**src/rtl/tx_iod_lane_ctrl_pkg.sv**
```systemverilog
// Shared types and constants for the TX IOD lane sequencer.
// Holds the state encoding, OE constants and the counter sizing helper.
package tx_iod_lane_pkg;

    typedef enum logic [2:0] {
        ST_IDLE  = 3'd0,
        ST_SRST  = 3'd1,
        ST_TRAIN = 3'd2,
        ST_DATA  = 3'd3,
        ST_ERROR = 3'd4
    } lane_state_e;

    localparam logic [3:0] OE_ALL  = 4'hF;
    localparam logic [3:0] OE_NONE = 4'h0;

    // Bits needed to hold every value 0..max_val.
    function automatic int unsigned cnt_width(input int unsigned max_val);
        return (max_val < 1) ? 1 : $clog2(max_val + 1);
    endfunction

endpackage

```
**src/rtl/tx_iod_lane_ctrl_if.sv**
```systemverilog
// User-side word handshake of one TX lane.
// master = user TX logic, slave = lane sequencer.
interface tx_iod_lane_ctrl_if;
    logic [7:0] TX_DATA_IN;
    logic       TX_DATA_VALID;
    logic       TX_DATA_READY;

    modport master (output TX_DATA_IN, output TX_DATA_VALID, input TX_DATA_READY);
    modport slave  (input TX_DATA_IN, input TX_DATA_VALID, output TX_DATA_READY);
endinterface

```
**src/rtl/tx_iod_lane_ctrl_rst_sync_2ff.sv**
```systemverilog
// Reset synchroniser: asserts asynchronously, releases after two clk edges.
// No data path; output is an active-low reset local to clk.
module rst_sync_2ff (
    input  logic clk,
    input  logic arst_n,
    output logic rst_n_sync
);
    logic [1:0] sync_q;
    logic [1:0] sync_d;

    always_comb begin
        sync_d = {sync_q[0], 1'b1};
    end

    always_ff @(posedge clk or negedge arst_n) begin
        if (!arst_n) begin
            sync_q <= 2'b00;
        end else begin
            sync_q <= sync_d;
        end
    end

    assign rst_n_sync = sync_q[1];
endmodule

```
**src/rtl/tx_iod_lane_ctrl.sv**
```systemverilog
// Per-lane TX IOD sequencer: sync reset, training pattern, then user data.
// Latency: accepted word appears on TX_DATA_0 one FAB_CLK after accept.
// Backpressure: TX_DATA_READY high only in DATA; no internal buffering.
module tx_iod_lane_ctrl
    import tx_iod_lane_pkg::*;
#(
    parameter int unsigned SYNC_RST_CYCLES  = 16,
    parameter int unsigned TRAIN_MIN_CYCLES = 64,
    parameter int unsigned TIMEOUT_CYCLES   = 65535,
    parameter logic [7:0]  TRAIN_PATTERN    = 8'hF0,
    parameter logic [7:0]  IDLE_PATTERN     = 8'h00
) (
    input  logic                 FAB_CLK,
    input  logic                 ARST_N,
    input  logic                 PLL_LOCK,
    input  logic                 RESTART,
    input  logic                 TRAIN_DONE,
    tx_iod_lane_ctrl_if.slave    usr,
    output logic [7:0]           TX_DATA_0,
    output logic [3:0]           OE_DATA_0,
    output logic                 TX_SYNC_RST,
    output logic                 LANE_UP,
    output logic                 TRAIN_ERR,
    output logic [2:0]           STATE
);
    localparam int unsigned CW = cnt_width(TIMEOUT_CYCLES);

    localparam logic [CW-1:0] SRST_LAST  = CW'(SYNC_RST_CYCLES - 1);
    localparam logic [CW-1:0] TRAIN_LAST = CW'(TRAIN_MIN_CYCLES - 1);
    localparam logic [CW-1:0] TMO_LAST   = CW'(TIMEOUT_CYCLES - 1);
    localparam logic [CW-1:0] CNT_SAT    = {CW{1'b1}};

    localparam logic [2:0] S_IDLE  = ST_IDLE;
    localparam logic [2:0] S_SRST  = ST_SRST;
    localparam logic [2:0] S_TRAIN = ST_TRAIN;
    localparam logic [2:0] S_DATA  = ST_DATA;
    localparam logic [2:0] S_ERROR = ST_ERROR;

    logic          rst_n;
    logic [2:0]    state_q, state_d;
    logic [CW-1:0] cnt_q, cnt_d;
    logic [7:0]    tx_data_q, tx_data_d;
    logic [3:0]    oe_q, oe_d;
    logic          sync_rst_q, sync_rst_d;
    logic          lane_up_q, lane_up_d;
    logic          train_err_q, train_err_d;
    logic          accept;

    rst_sync_2ff u_rst_sync (
        .clk        (FAB_CLK),
        .arst_n     (ARST_N),
        .rst_n_sync (rst_n)
    );

    assign accept = usr.TX_DATA_VALID && (state_q == S_DATA);

    always_comb begin
        state_d = state_q;
        if (!PLL_LOCK && (state_q != S_IDLE)) begin
            state_d = S_IDLE;
        end else if (RESTART) begin
            state_d = S_IDLE;
        end else begin
            case (state_q)
                S_IDLE:  if (PLL_LOCK) state_d = S_SRST;
                S_SRST:  if (cnt_q >= SRST_LAST) state_d = S_TRAIN;
                S_TRAIN: begin
                    // An in-window TRAIN_DONE beats a coincident timeout.
                    if (TRAIN_DONE && (cnt_q >= TRAIN_LAST)) state_d = S_DATA;
                    else if (cnt_q >= TMO_LAST)              state_d = S_ERROR;
                end
                S_DATA:  state_d = S_DATA;
                S_ERROR: state_d = S_ERROR;
                default: state_d = S_IDLE;
            endcase
        end
    end

    always_comb begin
        if (state_d != state_q)   cnt_d = '0;
        else if (cnt_q == CNT_SAT) cnt_d = cnt_q;
        else                       cnt_d = cnt_q + CW'(1);
    end

    // Outputs are registered from the next state so they always agree with STATE.
    always_comb begin
        tx_data_d   = IDLE_PATTERN;
        oe_d        = OE_NONE;
        sync_rst_d  = 1'b0;
        lane_up_d   = 1'b0;
        train_err_d = train_err_q;
        case (state_d)
            S_IDLE, S_SRST: sync_rst_d = 1'b1;
            S_TRAIN: begin
                tx_data_d = TRAIN_PATTERN;
                oe_d      = OE_ALL;
            end
            S_DATA: begin
                oe_d      = OE_ALL;
                lane_up_d = 1'b1;
                if (accept) tx_data_d = usr.TX_DATA_IN;
            end
            default: begin
                tx_data_d = IDLE_PATTERN;
                oe_d      = OE_NONE;
            end
        endcase
        if (RESTART)                                           train_err_d = 1'b0;
        else if ((state_q == S_TRAIN) && (state_d == S_ERROR)) train_err_d = 1'b1;
    end

    always_ff @(posedge FAB_CLK or negedge rst_n) begin
        if (!rst_n) begin
            state_q     <= S_IDLE;
            cnt_q       <= '0;
            tx_data_q   <= IDLE_PATTERN;
            oe_q        <= OE_NONE;
            sync_rst_q  <= 1'b1;
            lane_up_q   <= 1'b0;
            train_err_q <= 1'b0;
        end else begin
            state_q     <= state_d;
            cnt_q       <= cnt_d;
            tx_data_q   <= tx_data_d;
            oe_q        <= oe_d;
            sync_rst_q  <= sync_rst_d;
            lane_up_q   <= lane_up_d;
            train_err_q <= train_err_d;
        end
    end

    assign usr.TX_DATA_READY = (state_q == S_DATA);
    assign TX_DATA_0         = tx_data_q;
    assign OE_DATA_0         = oe_q;
    assign TX_SYNC_RST       = sync_rst_q;
    assign LANE_UP           = lane_up_q;
    assign TRAIN_ERR         = train_err_q;
    assign STATE             = state_q;
endmodule

```
**src/flat_wrapper.sv**
```systemverilog
// flat-port wrapper written by rule: the top's interface ports become plain ports
module tx_iod_lane_ctrl_flat import tx_iod_lane_pkg::*;
#(
    parameter int unsigned SYNC_RST_CYCLES  = 16,
    parameter int unsigned TRAIN_MIN_CYCLES = 64,
    parameter int unsigned TIMEOUT_CYCLES   = 65535,
    parameter logic [7:0]  TRAIN_PATTERN    = 8'hF0,
    parameter logic [7:0]  IDLE_PATTERN     = 8'h00
)
  (FAB_CLK, ARST_N, PLL_LOCK, RESTART, TRAIN_DONE, TX_DATA_0, OE_DATA_0, TX_SYNC_RST, LANE_UP, TRAIN_ERR, STATE, usr_TX_DATA_IN, usr_TX_DATA_VALID, usr_TX_DATA_READY);
  tx_iod_lane_ctrl_if usr_i ();
  input  logic FAB_CLK;
  input  logic ARST_N;
  input  logic PLL_LOCK;
  input  logic RESTART;
  input  logic TRAIN_DONE;
  output logic [7:0] TX_DATA_0;
  output logic [3:0] OE_DATA_0;
  output logic TX_SYNC_RST;
  output logic LANE_UP;
  output logic TRAIN_ERR;
  output logic [2:0] STATE;
  input wire logic [$bits(usr_i.TX_DATA_IN)-1:0] usr_TX_DATA_IN;
  input wire logic [$bits(usr_i.TX_DATA_VALID)-1:0] usr_TX_DATA_VALID;
  output wire logic [$bits(usr_i.TX_DATA_READY)-1:0] usr_TX_DATA_READY;
  assign usr_i.TX_DATA_IN = usr_TX_DATA_IN;
  assign usr_i.TX_DATA_VALID = usr_TX_DATA_VALID;
  assign usr_TX_DATA_READY = usr_i.TX_DATA_READY;
  tx_iod_lane_ctrl #(.SYNC_RST_CYCLES(SYNC_RST_CYCLES), .TRAIN_MIN_CYCLES(TRAIN_MIN_CYCLES), .TIMEOUT_CYCLES(TIMEOUT_CYCLES), .TRAIN_PATTERN(TRAIN_PATTERN), .IDLE_PATTERN(IDLE_PATTERN)) u_core (.FAB_CLK(FAB_CLK), .ARST_N(ARST_N), .PLL_LOCK(PLL_LOCK), .RESTART(RESTART), .TRAIN_DONE(TRAIN_DONE), .usr(usr_i), .TX_DATA_0(TX_DATA_0), .OE_DATA_0(OE_DATA_0), .TX_SYNC_RST(TX_SYNC_RST), .LANE_UP(LANE_UP), .TRAIN_ERR(TRAIN_ERR), .STATE(STATE));
endmodule
```
**config.mk**
```make
export PLATFORM = sky130hd
export DESIGN_NAME = tx_iod_lane_ctrl_flat
export DESIGN_NICKNAME = d
export VERILOG_FILES = /design/src/rtl/tx_iod_lane_ctrl_pkg.sv /design/src/rtl/tx_iod_lane_ctrl_if.sv /design/src/rtl/tx_iod_lane_ctrl_rst_sync_2ff.sv /design/src/rtl/tx_iod_lane_ctrl.sv /design/src/flat_wrapper.sv
export SDC_FILE = /design/constraint.sdc
export NUM_CORES = 1
export LEC_CHECK = 0
export ABC_AREA = 1
export BUFFER_PORTS_ARGS = -buffer_cell sky130_fd_sc_hd__buf_2
export CAP_MARGIN = 15
export CORE_MARGIN = 3
export CORE_UTILIZATION = 50
export DETAILED_ROUTE_END_ITERATION = 10
export GPL_TIMING_DRIVEN = 0
export PLACE_DENSITY_LB_ADDON = 0.05
export SLEW_MARGIN = 25
export SYNTH_ARGS = -nofsm -noshare
export SYNTH_HDL_FRONTEND = slang
export SYNTH_SLANG_ARGS = --single-unit
```
**constraint.sdc**
```tcl
create_clock -name FAB_CLK -period 1.1 [get_ports FAB_CLK]
set_input_delay 0.055 -clock FAB_CLK [delete_from_list [all_inputs] [get_ports FAB_CLK]]
set_output_delay 0.055 -clock FAB_CLK [all_outputs]
set_load 0.02 [all_outputs]
```
**Word-level counts from Yosys, hierarchy flattened**

Cells that the tools add are included.

- Register bits after elaboration: 36
- Latch bits: 0
- RAM bits: 0
- Bits in read-only memories: 0
- Input port bits: 14
- Output and inout port bits: 19
- Logic and storage cells: 50
- Memories kept: 0

- Add/subtract/negate cells: 1
- Multiply operators: 0
- Divide/modulo/power cells: 0
- Order comparisons: 3
- Equal/unequal tests: 11
- Shifts and indexed selects: 0
- Muxes and demuxes: 16
- Bitwise gates (word level): 0
- Reduce and logical (&&, ||, !) cells: 11

Operators with widths:

| cell | number |
|---|---|
| 16-bit two-way mux | 2 |
| 3-bit two-way mux | 6 |
| 16-bit by 1-bit adder with 16-bit output, second input constant | 1 |
| 16-bit equality test, second input constant | 1 |
| 16-bit >= comparator, second input constant | 1 |
| 16-bit by 4-bit >= comparator with 1-bit output, second input constant | 1 |
| 16-bit by 6-bit >= comparator with 1-bit output, second input constant | 1 |
| 8-bit one-hot mux with 2 select lines | 1 |
| 3-bit one-hot mux with 5 select lines | 1 |
| 3-bit by 2-bit equality test with 1-bit output, second input constant | 4 |
| 8-bit two-way mux | 1 |
| 3-bit by 1-bit equality test with 1-bit output, second input constant | 2 |
| 3-bit equality test, second input constant | 2 |
| 3-bit zero test | 2 |
| 1-bit logical AND | 4 |
| 1-bit two-way mux | 4 |
| 4-bit two-way mux | 1 |
| 2-bit OR reduction | 2 |
| 3-bit != test | 1 |
| 3-bit nonzero test | 1 |
| 2-bit by 1-bit != test with 1-bit output, second input constant | 1 |
| 2-bit nonzero test | 1 |
| 1-bit zero test | 1 |

**Depth between registers and ports, before layout**

- Depth after elaboration: 10
- Mapped depth: 16
- Mapped depth without buffers: 15

**By module**

From an unflattened synthesis, not the netlist that was laid out.

- Cells, all modules: 199
- Area total of the unflattened synthesis: 1833.0 µm²

By module, submodules not included:

| module | times used | cells each | area an instance (µm²) | sequential area each (µm²) |
|---|---|---|---|---|
| tx_iod_lane_ctrl | 1 | 196 | 1779.2 | 777.0 |
| rst_sync_2ff | 1 | 3 | 53.8 | 50.0 |

**Least setup slack after synthesis**

Ideal clock, no wire load.

- Path kind: register to register
- Start point: register u_core.state_q[2] (netlist: u_core.STATE[2])
- End point: register u_core.cnt_q[6]
- Library setup time: 0.130 ns
- Data arrival time: 1.657 ns
- Data required time: 0.970 ns
- Setup slack: -0.687 ns
- Cell stages (with the launch flop): 11
- Path buffers: 1
- Path through: dfrtp_1 -> inv_2 -> nand2_1 -> nor2_1 -> nor3b_1 -> nand4_1 -> nand2_1 -> nor2_4 -> nand2_4 -> buf_12 -> nor2_4

- Longest elaborated chain between the ends: 7
- Elaborated cells on any way between the ends: 17
- Classes of those cells: eq/ne (6); mux (8); reduce/logical (3)

Ends and longest elaborated chain:

| item | RTL line | text |
|---|---|---|
| start: declaration | tx_iod_lane_ctrl.sv:40 | `logic [2:0] state_q, state_d;` |
| start signal: assignment | tx_iod_lane_ctrl.sv:122 | `state_q <= state_d;` |
| 3-bit two-way mux | tx_iod_lane_ctrl.sv:70 | `else if (cnt_q >= TMO_LAST) state_d = S_ERROR;` |
| 3-bit two-way mux | tx_iod_lane_ctrl.sv:69 | `if (TRAIN_DONE && (cnt_q >= TRAIN_LAST)) state_d = S_DATA;` |
| 3-bit one-hot mux with 5 select lines | tx_iod_lane_ctrl.sv:64 | `case (state_q)` |
| 3-bit two-way mux | tx_iod_lane_ctrl.sv:61 | `end else if (RESTART) begin` |
| 3-bit two-way mux | tx_iod_lane_ctrl.sv:59 | `if (!PLL_LOCK && (state_q != S_IDLE)) begin` |
| 3-bit != test (*) | tx_iod_lane_ctrl.sv:80 | `if (state_d != state_q) cnt_d = '0;` |
| 2-bit by 1-bit != test with 1-bit output (no line) / 16-bit two-way mux (equally long branches) | - |  |
| end signal: assignment | tx_iod_lane_ctrl.sv:123 | `cnt_q <= cnt_d;` |
| end: declaration | tx_iod_lane_ctrl.sv:41 | `logic [CW-1:0] cnt_q, cnt_d;` |

Mark *: on every way between the ends. The rest lies on a longest branch, timed or not.
A chain may end at the register's enable or synchronous reset.

**Worst setup path after layout**

- Start point: register u_core.cnt_q[0]
- End point: register u_core.cnt_q[10]

- Longest elaborated chain between the ends: 8
- Elaborated cells on any way between the ends: 16
- Classes of those cells: add/sub (1); order compare (3); eq/ne (3); mux (8); reduce/logical (1)

Ends and longest elaborated chain:

| item | RTL line |
|---|---|
| 16-bit >= comparator / 16-bit by 6-bit >= comparator with 1-bit output (equally long branches) | tx_iod_lane_ctrl.sv:70, tx_iod_lane_ctrl.sv:69 |
| 3-bit two-way mux / 1-bit logical AND (equally long branches) | tx_iod_lane_ctrl.sv:70, tx_iod_lane_ctrl.sv:69 |
| 3-bit two-way mux | tx_iod_lane_ctrl.sv:69 |
| 3-bit one-hot mux with 5 select lines | tx_iod_lane_ctrl.sv:64 |
| 3-bit two-way mux | tx_iod_lane_ctrl.sv:61 |
| 3-bit two-way mux | tx_iod_lane_ctrl.sv:59 |
| 3-bit != test | tx_iod_lane_ctrl.sv:80 |
| 2-bit by 1-bit != test with 1-bit output (no line) / 16-bit two-way mux (equally long branches) | - |

Several ways; a longest one is shown, not always the timed one. The select of a mux whose other input is x is not followed.

==> metrics.txt <==
Post-synth ARST share between 90% and 100%; max-capacitance violation count 0; top-count cell post-synth nand2_1; antenna violations before repair 0; Internal around 0.0024 W; DIE AREA 0.004393 mm^2; Rel. slew slack ~54%; Area Growth Syn to Fin 49.52%; Final Util 79.52%; Fin. Hold Viols 0; Mapped Area ~0.0018 mm^2; Mapped Avg Cell Area between 8 and 9 um^2; gpl congestion roughly 0.8; IO Pins 33; CP Buf/Inv Count 2; period utilisation layout 174.7%; Final ANT Viol Nets 0; Rows 21; RSZ-0062 raised after global routing true; Leak Pwr between 1 and 1.5 nW; TritonCTS Sinks 33; Post-Syn Instances 215; Synth warnings 0; Comb power frac between 20% and 30%; worst setup margin -0.8216 ns; largest area contributor in the netlist dfrtp_1; H-tree depth 2; Fmax 520.4 MHz; TritonCTS Buffers 5; simple-gate area share of the yosys netlist 36.16%; Synth Flop Type dfrtp_1; post-route DRC violation count 0; Mapped Nets between 200 and 250; sequential area share after synthesis between 40% and 50%; CP cell instances inv_2, ha_4, nor2_2, nor2_1, nand2_1, nor2_1, nor2_1, nand2_2, nand3_4, nand2_4, nand2_2, nand2_2, nand2_4, buf_12, nor2_4; final wirelength around 4.8 mm; post-synthesis mux area share 0%; critical setup path kind reg -> reg; Root Driver clkbuf_4; first-pass GRT wire length around 7.0 mm; DR WL/cell about 14 um; Max Slew Vio Count 0; flops & latches, synth 33; synth top area cells dfrtp_1 (44%), nand2_1 (9.5%), nor2_1 (7.2%), nor2_4 (6.8%), inv_1 (5.0%); status complete, but fails checks; Net Sw Power around 0.00098 W; Post-synth EDFFs 0; CTS tree done; part of the power in the clock network 34.7%; core area ~0.0034 mm^2; Hold Path Class in -> async; clock skew about 0.011 ns; Compound-Gate Fraction of Synth Area about 4.5%; initial DRC count roughly 110; Max FO, Critical Path 6; Synth top area share between 40% and 50%; Sequential Power Share between 40% and 50%; via count 1671; CP Launch Type register; fin crit period between 1.5 and 2 ns; top cell family by delay on the critical path simple AND/OR/NAND/NOR gates; Overall Global Routing Usage 21.18%; WP data required about 1.4 ns; clock latency on the worst-skew pair 0.35 ns; pwr dens 1251 mW/mm^2; setup_tns -23.29 ns; maximum clock path buffer count 2; Sw Share between 20% and 30%; slowest CP cell dfrtp_2; Yosys cell types 32; diodes inserted 0; layout cells sized above 1 about half; Nets slightly above 300; clock transition at the registers of the reported paths ~0.12 ns; post-DP HPWL about 2.4 mm; Adder-Cell Fraction of Synth Area 1.377%; drt first pass iters 4; PortBufs 32; Worst Path Arrival about 2.2 ns; violated checks negative setup slack; Worst setup EP type register; pre-CTS WS -0.8336 ns; largest family of logic cells by synthesized area simple AND/OR/NAND/NOR gates; Post-synth top cells nand2_1 (46), nor2_1 (35), dfrtp_1 (32); die width roughly 66 um; initial core utilization about 53%; vias in the first global route roughly 1600; worst-margin pin slew 0.6958 ns; slowest stage delay, CP approximately 0.46 ns; Max IR drop VDD 0.0009460 V; vias per cell between 4 and 5; Overflow after GRT 0; largest net degree at the start of global routing 32; # setup viols final 34; xor-xnor portion of the synthesized cell area 3.857%; Die Span Y about 66 um
cell type report:
cell class / instances / area (um^2)
sequential: 33 / 834.6
fill: 215 / 699.4
timing repair buffer: 69 / 574.3
clock inverter: 3 / 68.82
inverter: 29 / 116.4
multi-input combinational: 149 / 1005
clock buffer: 5 / 37.54
tap: 46 / 57.56
buffer: 3 / 22.52
power groups by stage:
stage / registers (W) / clock network (W) / logic (W)
floorplan: 0.00137 / 0 / 0.000379
global placement: 0.00139 / 0 / 0.000461
detailed placement: 0.00139 / 0 / 0.000464
CTS: 0.00137 / 0.00119 / 0.000743
global route: 0.00140 / 0.00126 / 0.000896
finish: 0.00138 / 0.00118 / 0.000834
kinds of logic after synthesis:
logic type      after synthesis
flops                        33
compound gates               15
xor+xnor                      8
other cells                   1
simple gates                123
buf+inv                      33
fa+ha+maj                     2
routing by layer:
layer	wire length, um	GRT usage (%)
met4	92	7.614
met5	0	0
met3	175	4.762
met1	1957	26.62
met2	2536	35.44
metrics by stage:
stage / total power, W / hold slack [ns] / instance area (um^2) / cells
after global placement: 0.001850 / -0.1591 / 2049 / 293
after detailed placement: 0.001852 / -0.1558 / 2051 / 293
after global routing: 0.003557 / 0.004908 / 2716 / 337
final: 0.003398 / 0.01671 / 2716 / 337
after floorplan: 0.001750 / -0.2406 / 1832 / 215
after CTS: 0.003303 / 0.002778 / 2515 / 328
worst paths after layout:
kind                            cells past startpoint                                  start                                     to  slack (ns)
worst max-delay path                               15            u_core.cnt_q[0]$_DFFE_PN0P_           u_core.cnt_q[10]$_DFFE_PN0P_       -0.82
worst min-delay path                                2                                 ARST_N  u_core.u_rst_sync.sync_q[0]$_DFF_PN0_        0.02
worst max register to register                     15            u_core.cnt_q[0]$_DFFE_PN0P_           u_core.cnt_q[10]$_DFFE_PN0P_       -0.82
worst min register to register                      0  u_core.u_rst_sync.sync_q[1]$_DFF_PN0_            u_core.cnt_q[7]$_DFFE_PN0P_        0.32
max in group asynchronous                           0  u_core.u_rst_sync.sync_q[1]$_DFF_PN0_              u_core.STATE[2]$_DFF_PN0_        0.29
min in group FAB_CLK                                3                                RESTART              u_core.STATE[2]$_DFF_PN0_        0.10
registers in the layout (all words and copies together), names as in the netlist:
register / count
u_core.cnt_q: 16
u_core.TX_DATA_0: 8
u_core.STATE: 3
u_core.u_rst_sync.sync_q: 2
u_core.LANE_UP: 1
u_core.OE_DATA_0: 1
u_core.TRAIN_ERR: 1
u_core.TX_SYNC_RST: 1
worst reg2reg max path, delay by kind of cell, from the launching register on:
family | cells | cell delay [ns]
AND/OR/NAND/NOR | 12 | 1.02
flip-flops | 1 | 0.46
buffers and inverters | 2 | 0.25
adder cells (fa/ha/maj) | 1 | 0.12
cell usage in the layout (no fill, tap or decap), drive strengths merged:
cell type	synthesis	layout
a21boi	1	1
a21o	1	1
a21oi	6	6
buf	4	62
bufinv	0	2
clkbuf	0	5
clkinv	2	1
conb	1	1
dfrtp	32	32
dfstp	1	1
dlygate4sd3	0	10
ha	2	2
inv	27	29
nand2	54	54
nand3	10	10
nand3b	2	2
nand4	1	1
nor2	51	51
nor3	3	3
nor3b	1	1
nor4	1	1
o21ai	6	6
o31ai	1	1
xnor2	2	2
xor2	6	6
what timing repair did:
action                                 CTS  global route
pin swaps                                7            25
resized for setup                       28            49
setup buffers                           26            11
gates cloned                             1             0
endpoints found under the hold margin   11             0
hold buffers                            10             0
setup endpoints to repair               32            36
Power figures use the tool's default switching activity.
